`src/rtl/messbauer_pkg.sv`:
```
// Definitions shared between the Mossbauer sweep generator and the spectrum collector.
package messbauer_pkg;
  localparam int CHANNEL_BEFORE = 1;
  localparam int CHANNEL_AFTER  = 2;

  typedef enum logic [1:0] {
    ST_IDLE,
    ST_ARMED,
    ST_OPEN,
    ST_DONE
  } state_t;
endpackage

```
`src/rtl/messbauer_spectrum_collector_if.sv`:
```
// Record stream from the collector to the spectrum memory (valid/ready).
interface messbauer_spectrum_collector_if #(
  parameter int CHANNEL_WIDTH = 10,
  parameter int COUNT_WIDTH   = 16
);
  logic                     out_valid;
  logic                     out_ready;
  logic [CHANNEL_WIDTH-1:0] out_channel;
  logic [COUNT_WIDTH-1:0]   out_count;

  modport master (output out_valid, out_channel, out_count, input  out_ready);
  modport slave  (input  out_valid, out_channel, out_count, output out_ready);
endinterface

```
`src/rtl/messbauer_pulse_sync.sv`:
```
// Optional 2-flop synchronizer followed by a rising-edge detector.
module messbauer_pulse_sync #(
  parameter int SYNC_STAGES = 0
) (
  input  logic clk,
  input  logic rst_n,
  input  logic din,
  output logic rise
);
  logic s, s_q;

  generate
    if (SYNC_STAGES == 2) begin : g_sync
      logic [1:0] meta;
      always_ff @(posedge clk or negedge rst_n)
        if (!rst_n) meta <= '0;
        else        meta <= {meta[0], din};
      assign s = meta[1];
    end else begin : g_direct
      assign s = din;
    end
  endgenerate

  always_ff @(posedge clk or negedge rst_n)
    if (!rst_n) s_q <= 1'b0;
    else        s_q <= s;

  assign rise = s & ~s_q;
endmodule

```
`src/rtl/messbauer_spectrum_collector.sv`:
```
// Counts detector events per velocity channel and streams (channel, count) records,
// checking sweep framing against the generator's start/channel pulses.
module messbauer_spectrum_collector
  import messbauer_pkg::*;
#(
  parameter int CHANNEL_NUMBER = 512,
  parameter int CHANNEL_WIDTH  = 10,
  parameter int CHANNEL_TYPE   = CHANNEL_AFTER,
  parameter int COUNT_WIDTH    = 16
) (
  input  logic        aclk,
  input  logic        areset_n,
  input  logic        start,
  input  logic        channel,
  input  logic        det_event,
  input  logic        clear_flags,
  messbauer_spectrum_collector_if.master rec,
  output logic [15:0] sweep_count,
  output logic        sync_error,
  output logic        overrun
);
  localparam bit                       IS_BEFORE = (CHANNEL_TYPE == CHANNEL_BEFORE);
  localparam logic [CHANNEL_WIDTH-1:0] LAST_IDX  = CHANNEL_WIDTH'(CHANNEL_NUMBER - 1);

  logic st_rise, ch_rise, ev_rise;

  messbauer_pulse_sync #(.SYNC_STAGES(0)) u_start (.clk(aclk), .rst_n(areset_n), .din(start),     .rise(st_rise));
  messbauer_pulse_sync #(.SYNC_STAGES(0)) u_chan  (.clk(aclk), .rst_n(areset_n), .din(channel),   .rise(ch_rise));
  messbauer_pulse_sync #(.SYNC_STAGES(2)) u_event (.clk(aclk), .rst_n(areset_n), .din(det_event), .rise(ev_rise));

  state_t                   state;
  logic [CHANNEL_WIDTH-1:0] idx;
  logic [COUNT_WIDTH-1:0]   acc, acc_inc;
  logic                     last, emit, err, ovr_set;

  // An event landing on the closing edge still belongs to the closing channel.
  assign acc_inc = (ev_rise && acc != '1) ? acc + COUNT_WIDTH'(1) : acc;
  assign last    = (idx == LAST_IDX);
  assign ovr_set = emit & rec.out_valid & ~rec.out_ready;

  always_comb begin
    emit = 1'b0;
    err  = 1'b0;
    if (st_rise) begin
      if (ch_rise) err = 1'b1;
      if (IS_BEFORE && state == ST_OPEN && last) emit = 1'b1;
      else if (state == ST_OPEN || state == ST_ARMED) err = 1'b1;
    end else if (ch_rise) begin
      case (state)
        ST_IDLE, ST_DONE: err = 1'b1;
        ST_OPEN: if (!IS_BEFORE || !last) emit = 1'b1;
                 else err = 1'b1;
        default: ;
      endcase
    end
  end

  always_ff @(posedge aclk or negedge areset_n) begin
    if (!areset_n) begin
      state           <= ST_IDLE;
      idx             <= '0;
      acc             <= '0;
      sweep_count     <= '0;
      sync_error      <= 1'b0;
      overrun         <= 1'b0;
      rec.out_valid   <= 1'b0;
      rec.out_channel <= '0;
      rec.out_count   <= '0;
    end else begin
      if (st_rise) begin
        sweep_count <= sweep_count + 16'd1;
        state       <= IS_BEFORE ? ST_ARMED : ST_OPEN;
        idx         <= '0;
        acc         <= '0;
      end else if (ch_rise) begin
        case (state)
          ST_ARMED: begin
            state <= ST_OPEN;
            idx   <= '0;
            acc   <= '0;
          end
          ST_OPEN:
            if (emit) begin
              acc <= '0;
              if (last) state <= ST_DONE;
              else      idx   <= idx + CHANNEL_WIDTH'(1);
            end else begin
              acc <= acc_inc;
            end
          default: ;
        endcase
      end else if (state == ST_OPEN) begin
        acc <= acc_inc;
      end

      // Single-entry output register; a stalled record is never overwritten.
      if (emit && !ovr_set) begin
        rec.out_valid   <= 1'b1;
        rec.out_channel <= idx;
        rec.out_count   <= acc_inc;
      end else if (rec.out_ready) begin
        rec.out_valid <= 1'b0;
      end

      sync_error <= err     | (sync_error & ~clear_flags);
      overrun    <= ovr_set | (overrun    & ~clear_flags);
    end
  end
endmodule

```
`src/flat_wrapper.sv`:
```
// flat-port wrapper written by rule: the top's interface ports become plain ports
module messbauer_spectrum_collector_flat import messbauer_pkg::*;
#(
  parameter int CHANNEL_NUMBER = 512,
  parameter int CHANNEL_WIDTH  = 10,
  parameter int CHANNEL_TYPE   = CHANNEL_AFTER,
  parameter int COUNT_WIDTH    = 16
)
  (aclk, areset_n, start, channel, det_event, clear_flags, sweep_count, sync_error, overrun, rec_out_valid, rec_out_channel, rec_out_count, rec_out_ready);
  messbauer_spectrum_collector_if #(.CHANNEL_WIDTH(CHANNEL_WIDTH), .COUNT_WIDTH(COUNT_WIDTH)) rec_i ();
  input  logic aclk;
  input  logic areset_n;
  input  logic start;
  input  logic channel;
  input  logic det_event;
  input  logic clear_flags;
  output logic [15:0] sweep_count;
  output logic sync_error;
  output logic overrun;
  output wire logic [$bits(rec_i.out_valid)-1:0] rec_out_valid;
  output wire logic [$bits(rec_i.out_channel)-1:0] rec_out_channel;
  output wire logic [$bits(rec_i.out_count)-1:0] rec_out_count;
  input wire logic [$bits(rec_i.out_ready)-1:0] rec_out_ready;
  assign rec_out_valid = rec_i.out_valid;
  assign rec_out_channel = rec_i.out_channel;
  assign rec_out_count = rec_i.out_count;
  assign rec_i.out_ready = rec_out_ready;
  messbauer_spectrum_collector #(.CHANNEL_NUMBER(CHANNEL_NUMBER), .CHANNEL_WIDTH(CHANNEL_WIDTH), .CHANNEL_TYPE(CHANNEL_TYPE), .COUNT_WIDTH(COUNT_WIDTH)) u_core (.aclk(aclk), .areset_n(areset_n), .start(start), .channel(channel), .det_event(det_event), .clear_flags(clear_flags), .rec(rec_i), .sweep_count(sweep_count), .sync_error(sync_error), .overrun(overrun));
endmodule
```
`config.mk`:
```
export PLATFORM = sky130hd
export DESIGN_NAME = messbauer_spectrum_collector_flat
export DESIGN_NICKNAME = d
export VERILOG_FILES = /design/src/rtl/messbauer_pkg.sv /design/src/rtl/messbauer_spectrum_collector_if.sv /design/src/rtl/messbauer_pulse_sync.sv /design/src/rtl/messbauer_spectrum_collector.sv /design/src/flat_wrapper.sv
export SDC_FILE = /design/constraint.sdc
export NUM_CORES = 1
export LEC_CHECK = 0
export CORE_MARGIN = 2
export CORE_UTILIZATION = 45
export CTS_BUF_LIST = sky130_fd_sc_hd__clkbuf_16
export DETAILED_ROUTE_END_ITERATION = 7
export PLACE_DENSITY = 0.76
export SYNTH_ARGS = -nofsm -noshare
export SYNTH_HDL_FRONTEND = slang
export SYNTH_SLANG_ARGS = --single-unit
```
`constraint.sdc`:
```
create_clock -name aclk -period 2 [get_ports aclk]
set_input_delay 0.5 -clock aclk [delete_from_list [all_inputs] [get_ports aclk]]
set_output_delay 0.5 -clock aclk [all_outputs]
set_load 0.01 [all_outputs]
```
After elaboration in Yosys (flattened, before gate mapping)
Cells that the tools add are included.
{"block": "op_classes", "add_sub_neg": 3, "eq_ne": 8, "n_mux": 26, "bitwise_logic": 14, "n_reduce_logical": 13}
{"op": "$mux 16", "n": 5}
{"op": "$mux 10", "n": 4}
{"op": "$add 16x1->16 const B", "n": 2}
{"op": "$pmux 16 s2", "n": 1}
{"op": "$pmux 10 s2", "n": 1}
{"op": "$ne 16x16->1 const B", "n": 1}
{"op": "$add 10x1->10 const B", "n": 1}
{"op": "$eq 10x9->1 const B", "n": 1}
{"op": "$mux 1", "n": 10}
{"op": "$mux 2", "n": 4}
{"op": "$reduce_and 4->1", "n": 2}
{"op": "$and 1x1->1", "n": 7}
{"op": "$ne 3x1->1 const B", "n": 2}
{"op": "$reduce_bool 3->1", "n": 2}
{"op": "$not 1->1", "n": 5}
{"op": "$eq 2x2->1 const B", "n": 2}
{"op": "$pmux 2 s2", "n": 1}
{"op": "$reduce_bool 2->1", "n": 2}
{"op": "$ne 3x2->1 const B", "n": 1}
{"op": "$eq 2x1->1 const B", "n": 1}
{"op": "$logic_and 1x1->1", "n": 2}
{"op": "$logic_not 2->1", "n": 1}
{"op": "$or 1x1->1", "n": 2}
{"op": "$reduce_and 2->1", "n": 1}
{"op": "3 further kinds", "n": 3}
{"block": "word_totals", "regBits": 78, "inputBits": 7, "out_inout_bits": 45, "wordCells": 77}

Depth between registers and ports, before layout
{"block": "logic_depth", "ltp_word": 9, "mapped_depth": 8}

Cells and area by module
Synthesis repeated with hierarchy kept, for this count alone.
{"block": "unflattened", "cells_unflattened": 413, "hier_area_um2": 3901.2}
{"module": "messbauer_spectrum_collector", "n_inst": 1, "cells_each": 405, "area_per_inst_um2": 3734.8, "seq_area_each_um2": 1826.8}
{"module": "messbauer_pulse_sync (u_core.u_event)", "n_inst": 1, "cells_each": 4, "area_per_inst_um2": 88.8, "seq_area_each_um2": 75.1}
{"module": "messbauer_pulse_sync (u_core.u_chan ...)", "n_inst": 2, "cells_each": 2, "area_per_inst_um2": 38.8, "seq_area_each_um2": 25.0}

Worst setup path before layout
No wires, ideal clock.
{"block": "synth_timing", "path_type": "register to register", "start": "reg u_core.acc[0]", "end": "reg u_core.acc[4]", "setup_ns": 0.121, "t_arrival_ns": 1.791, "t_required_ns": 1.879, "setup_slack_ns": 0.088, "stages_incl_launch_ff": 7, "period_less_slack_ns": 1.912, "path_cell_list": "dfrtp_1 ha_1 and4_1 a41oi_4 and4_4 o21ai_1 a22o_1"}
{"block": "synth_via", "elab_chain_len": 7}
{"item": "start, declared", "line": "messbauer_spectrum_collector.sv:33", "rtl": "logic [COUNT_WIDTH-1:0] acc, acc_inc;"}
{"item": "start signal, assigned", "line": "messbauer_spectrum_collector.sv:88", "rtl": "acc <= acc_inc;"}
{"item": "start signal, assigned", "line": "messbauer_spectrum_collector.sv:93", "rtl": "acc <= acc_inc;"}
{"item": "parallel branches: the longest is 2 deep, another holds $add 16x1->16"}
{"item": "$mux 16 (*)", "line": "messbauer_spectrum_collector.sv:37", "rtl": "assign acc_inc = (ev_rise && acc != '1) ? acc + COUNT_WIDTH'(1) : acc;"}
{"item": "$mux 16", "line": "messbauer_spectrum_collector.sv:83", "rtl": "if (emit) begin"}
{"item": "$pmux 16 s2", "line": "messbauer_spectrum_collector.sv:76", "rtl": "case (state)"}
{"item": "$mux 16 (*)", "line": "messbauer_spectrum_collector.sv:75", "rtl": "end else if (ch_rise) begin"}
{"item": "$mux 16 (*)", "line": "messbauer_spectrum_collector.sv:70", "rtl": "if (st_rise) begin"}
Mark *: on every way between the ends. The select of a mux whose other input is x is not followed.
A chain may end at the register's enable or synchronous reset.

Worst setup path after layout
{"block": "layout_timing", "start": "reg u_core.sweep_count[4]", "end": "out sweep_count[4]"}
{"item": "start, declared", "line": "messbauer_spectrum_collector.sv:18", "rtl": "output logic [15:0] sweep_count,"}
{"item": "start signal, assigned", "line": "messbauer_spectrum_collector.sv:71", "rtl": "sweep_count <= sweep_count + 16'd1;"}
{"item": "end, declared", "line": "flat_wrapper.sv:17", "rtl": "output logic [15:0] sweep_count;"}
No word-level cell between the ends.

==> metrics.txt <==
status completed; final hold violations 0; Pwr per Cell Area approximately 860 nW/µm²; GRT Total Usage 0.198; commonest non-fill, non-tap cell in the layout dfrtp_1; P_leak 0.00218 µW; Syn Nets between 300 and 400; RD Place Congestion roughly 0.9; Starting DRT DRC Count 124; # diodes 0; Max Fclk 0.521 GHz; Total Wirelength around 8 mm; DP HPWL 5.60 mm; clock transition at the registers of the reported paths around 0.060 ns; global route total overflow 0; HP Class input port to asynchronous set/reset pin; min Tclk post-route 1.92 ns; first-pass GRT wire length between 10 and 15 mm; synth unique cells 49; Slew Viols, Final 0; Worst Tran Pin Value 0.377 ns; post-synthesis simple-gate area fraction 0.189; post-route design area 4890 µm²; Setup crit end kind output port; RR Startpoint u_core.state[0]; Post-Synth XOR/XNOR Area 0.0757; Via Count 2866; Post-DRT Antenna Nets 0; buffer and inverter count on the worst path 1; crit-path cells clkdlybuf4s50_1; Routed wire per std cell 14.9 µm; most frequent cells in the layout dfrtp_1 (78), clkdlybuf4s50_1 (49), nand2_1 (42), buf_4 (33), xnor2_1 (21); I/O Buffers between 50 and 60; CP arrival between 1 and 1.5 ns; slew margin rel. 0.747; CTS buffer count 9; post-synthesis mux area share 0.0362; Seq cells post-synth 78; Post-Synthesis Cells 348; Crit-path slowest cell clkdlybuf4s50_1; Synth Cell Area 3700 µm²; syn_area_per_cell 10.6 µm²; Clk Latency, worst-skew pair approximately 0.33 ns; # setup viols final 0; Post-route DRC 0; # IOs 52; Reg2Reg Depth 8; Synth Warn # 0; initial antenna violation count 0; full die area 8970 µm²; Worst path max stage delay 0.64 ns; Die Y-Extent 94.7 µm; Critical R2R Capture u_core.acc[14]; DR vias/cell 5.33; Rows 33; Pre-Repair DR Iteration Count 4; VDD IR max 439 µV; post-synthesis sequential area ratio 0.527; Worst R2R Setup Slack 0.10 ns; critical path launch point type register; main combinational cell family by area after synthesis simple AND/OR/NAND/NOR gates; Post-Synth Adder-Cell Area 0.0135; share of cells above drive strength 1 0.171; Final Cycle Share 0.960; RSZ-0062 raised after global routing false; CP max FO 6; total power ~4200 µW; H-tree Lvls 3; Crit Path Class register to output port; Synth Area in Compound Gates 0.133; Worst EP required 1.50 ns; Clock Path Buffers 2; # clock sinks 78; cell family with most CP delay buffers and inverters; largest net degree at the start of global routing 40; Max Cap Violations 0; Initial Util 0.457; fin nets 439; placed inst area around 4500 µm²; synth-to-layout area growth 32.0%; Core Area 8090 µm²; Die W 94.7 µm; CTS Root Cell clkbuf_16; CTS tree done; vias in the first global route 2896; clock skew 0.00565 ns
layer usage:
metal / part of all wire / global-route usage / up-vias / routed length, µm
met5: 0 / 0 / - / 0
met4: 0.029 / 0.0954 / 0 / 233
met2: 0.50 / 0.325 / 64 / 4010
met3: 0.035 / 0.0327 / 17 / 277
li1: - / - / 1411 / -
met1: 0.44 / 0.254 / 1374 / 3490
stage by stage:
step / setup WS (ns) / util / TNS [ns] / std cells / hold WS (ns)
global route: 0.00317 / 0.604 / 0 / 538 / 0.0443
detailed placement: -0.353 / 0.559 / -6.98 / 522 / 0.338
finish: 0.0790 / 0.604 / 0 / 538 / 0.0324
global placement: -0.308 / 0.559 / -5.37 / 522 / 0.338
CTS: 0.0542 / 0.602 / 0 / 538 / 0.0372
floorplan: 0.0876 / - / 0 / 348 / 0.204
cell families (layout without fill, tap and decap cells):
family | after synthesis | after routing
flip-flops | 78 | 78
AO/OA/AOI/OAI | 72 | 72
AND/OR/NAND/NOR | 130 | 130
buffers and inverters | 20 | 105
XOR/XNOR | 32 | 32
multiplexers | 12 | 12
adder cells (fa/ha/maj) | 4 | 4
cell usage after synthesis (all sizes together):
cell type	instances	area share
dfrtp	78	0.53
nand2	42	0.043
o21ai	31	0.044
xnor2	21	0.050
nor2	14	0.014
and3	13	0.022
nand3	13	0.019
mux2	11	0.033
xor2	11	0.026
nand2b	10	0.017
a21oi	9	0.012
and4	9	0.022
nand4	9	0.017
a31oi	8	0.014
buf	8	0.013
clkbuf	7	0.0071
nor3	7	0.011
inv	5	0.0051
o211ai	5	0.010
a22o	4	0.0095
ha	4	0.014
nor2b	4	0.0068
a21o	3	0.0061
o31ai	3	0.0061
or3	3	0.0051
a2111oi	2	0.010
and2	2	0.0034
o2111ai	2	0.0047
a32o	1	0.0027
a41o	1	0.0027
a41oi	1	0.0074
mux2i	1	0.0027
nand4b	1	0.0024
nor4	1	0.0017
o221ai	1	0.0024
o22ai	1	0.0017
or4	1	0.0020
or4b	1	0.0027
power breakdown:
| part | total, µW | leakage [µW] | switching [µW] | internal (µW) |
|---|---|---|---|---|
| logic | 558 | 0.000961 | 262 | 296 |
| clock network | 1840 | 0.000165 | 632 | 1210 |
| registers | 1810 | 0.00106 | 121 | 1690 |
| total | 4210 | 0.00218 | 1010 | 3190 |
worst max-delay path by stage:
stage	end	from	slack [ns]	cells past startpoint
finish	sweep_count[4]	u_core.sweep_count[4]	0.08	1
global route	u_core.acc[14]	u_core.state[0]	0.003	8
CTS	u_core.idx[7]	start	0.05	6
detailed placement	u_core.idx[2]	start	-0.35	6
global placement	u_core.idx[6]	start	-0.31	6
floorplan	u_core.acc[4]	u_core.acc[0]	0.09	6
final cells by class:
cell class | count | area, µm²
clock buffer | 9 | 225
clock inverter | 7 | 113
fill | 676 | 3210
inverter | 5 | 18.8
multi-input combinational | 250 | 1680
sequential | 78 | 1950
tap | 105 | 131
timing repair buffer | 84 | 771
repair_timing:
item,4_1_cts,5_1_grt
gates resized for setup,1,4
hold buffers,0,0
pin swaps,1,3
setup endpoints to repair,2,2
setup buffers,0,0
flip-flops by register name, indices dropped and copies added (netlist names):
name	flops
u_core.acc	16
u_core.sync_error	1
u_core.rec.out_valid	1
u_core.overrun	1
u_core.rec.out_count	16
u_core.u_start.s_q	1
u_core.u_event.g_sync.meta	2
u_core.idx	10
u_core.sweep_count	16
u_core.u_event.s_q	1
u_core.u_chan.s_q	1
u_core.state	2
u_core.rec.out_channel	10
Note: power is estimated with default switching activity, not from simulation.
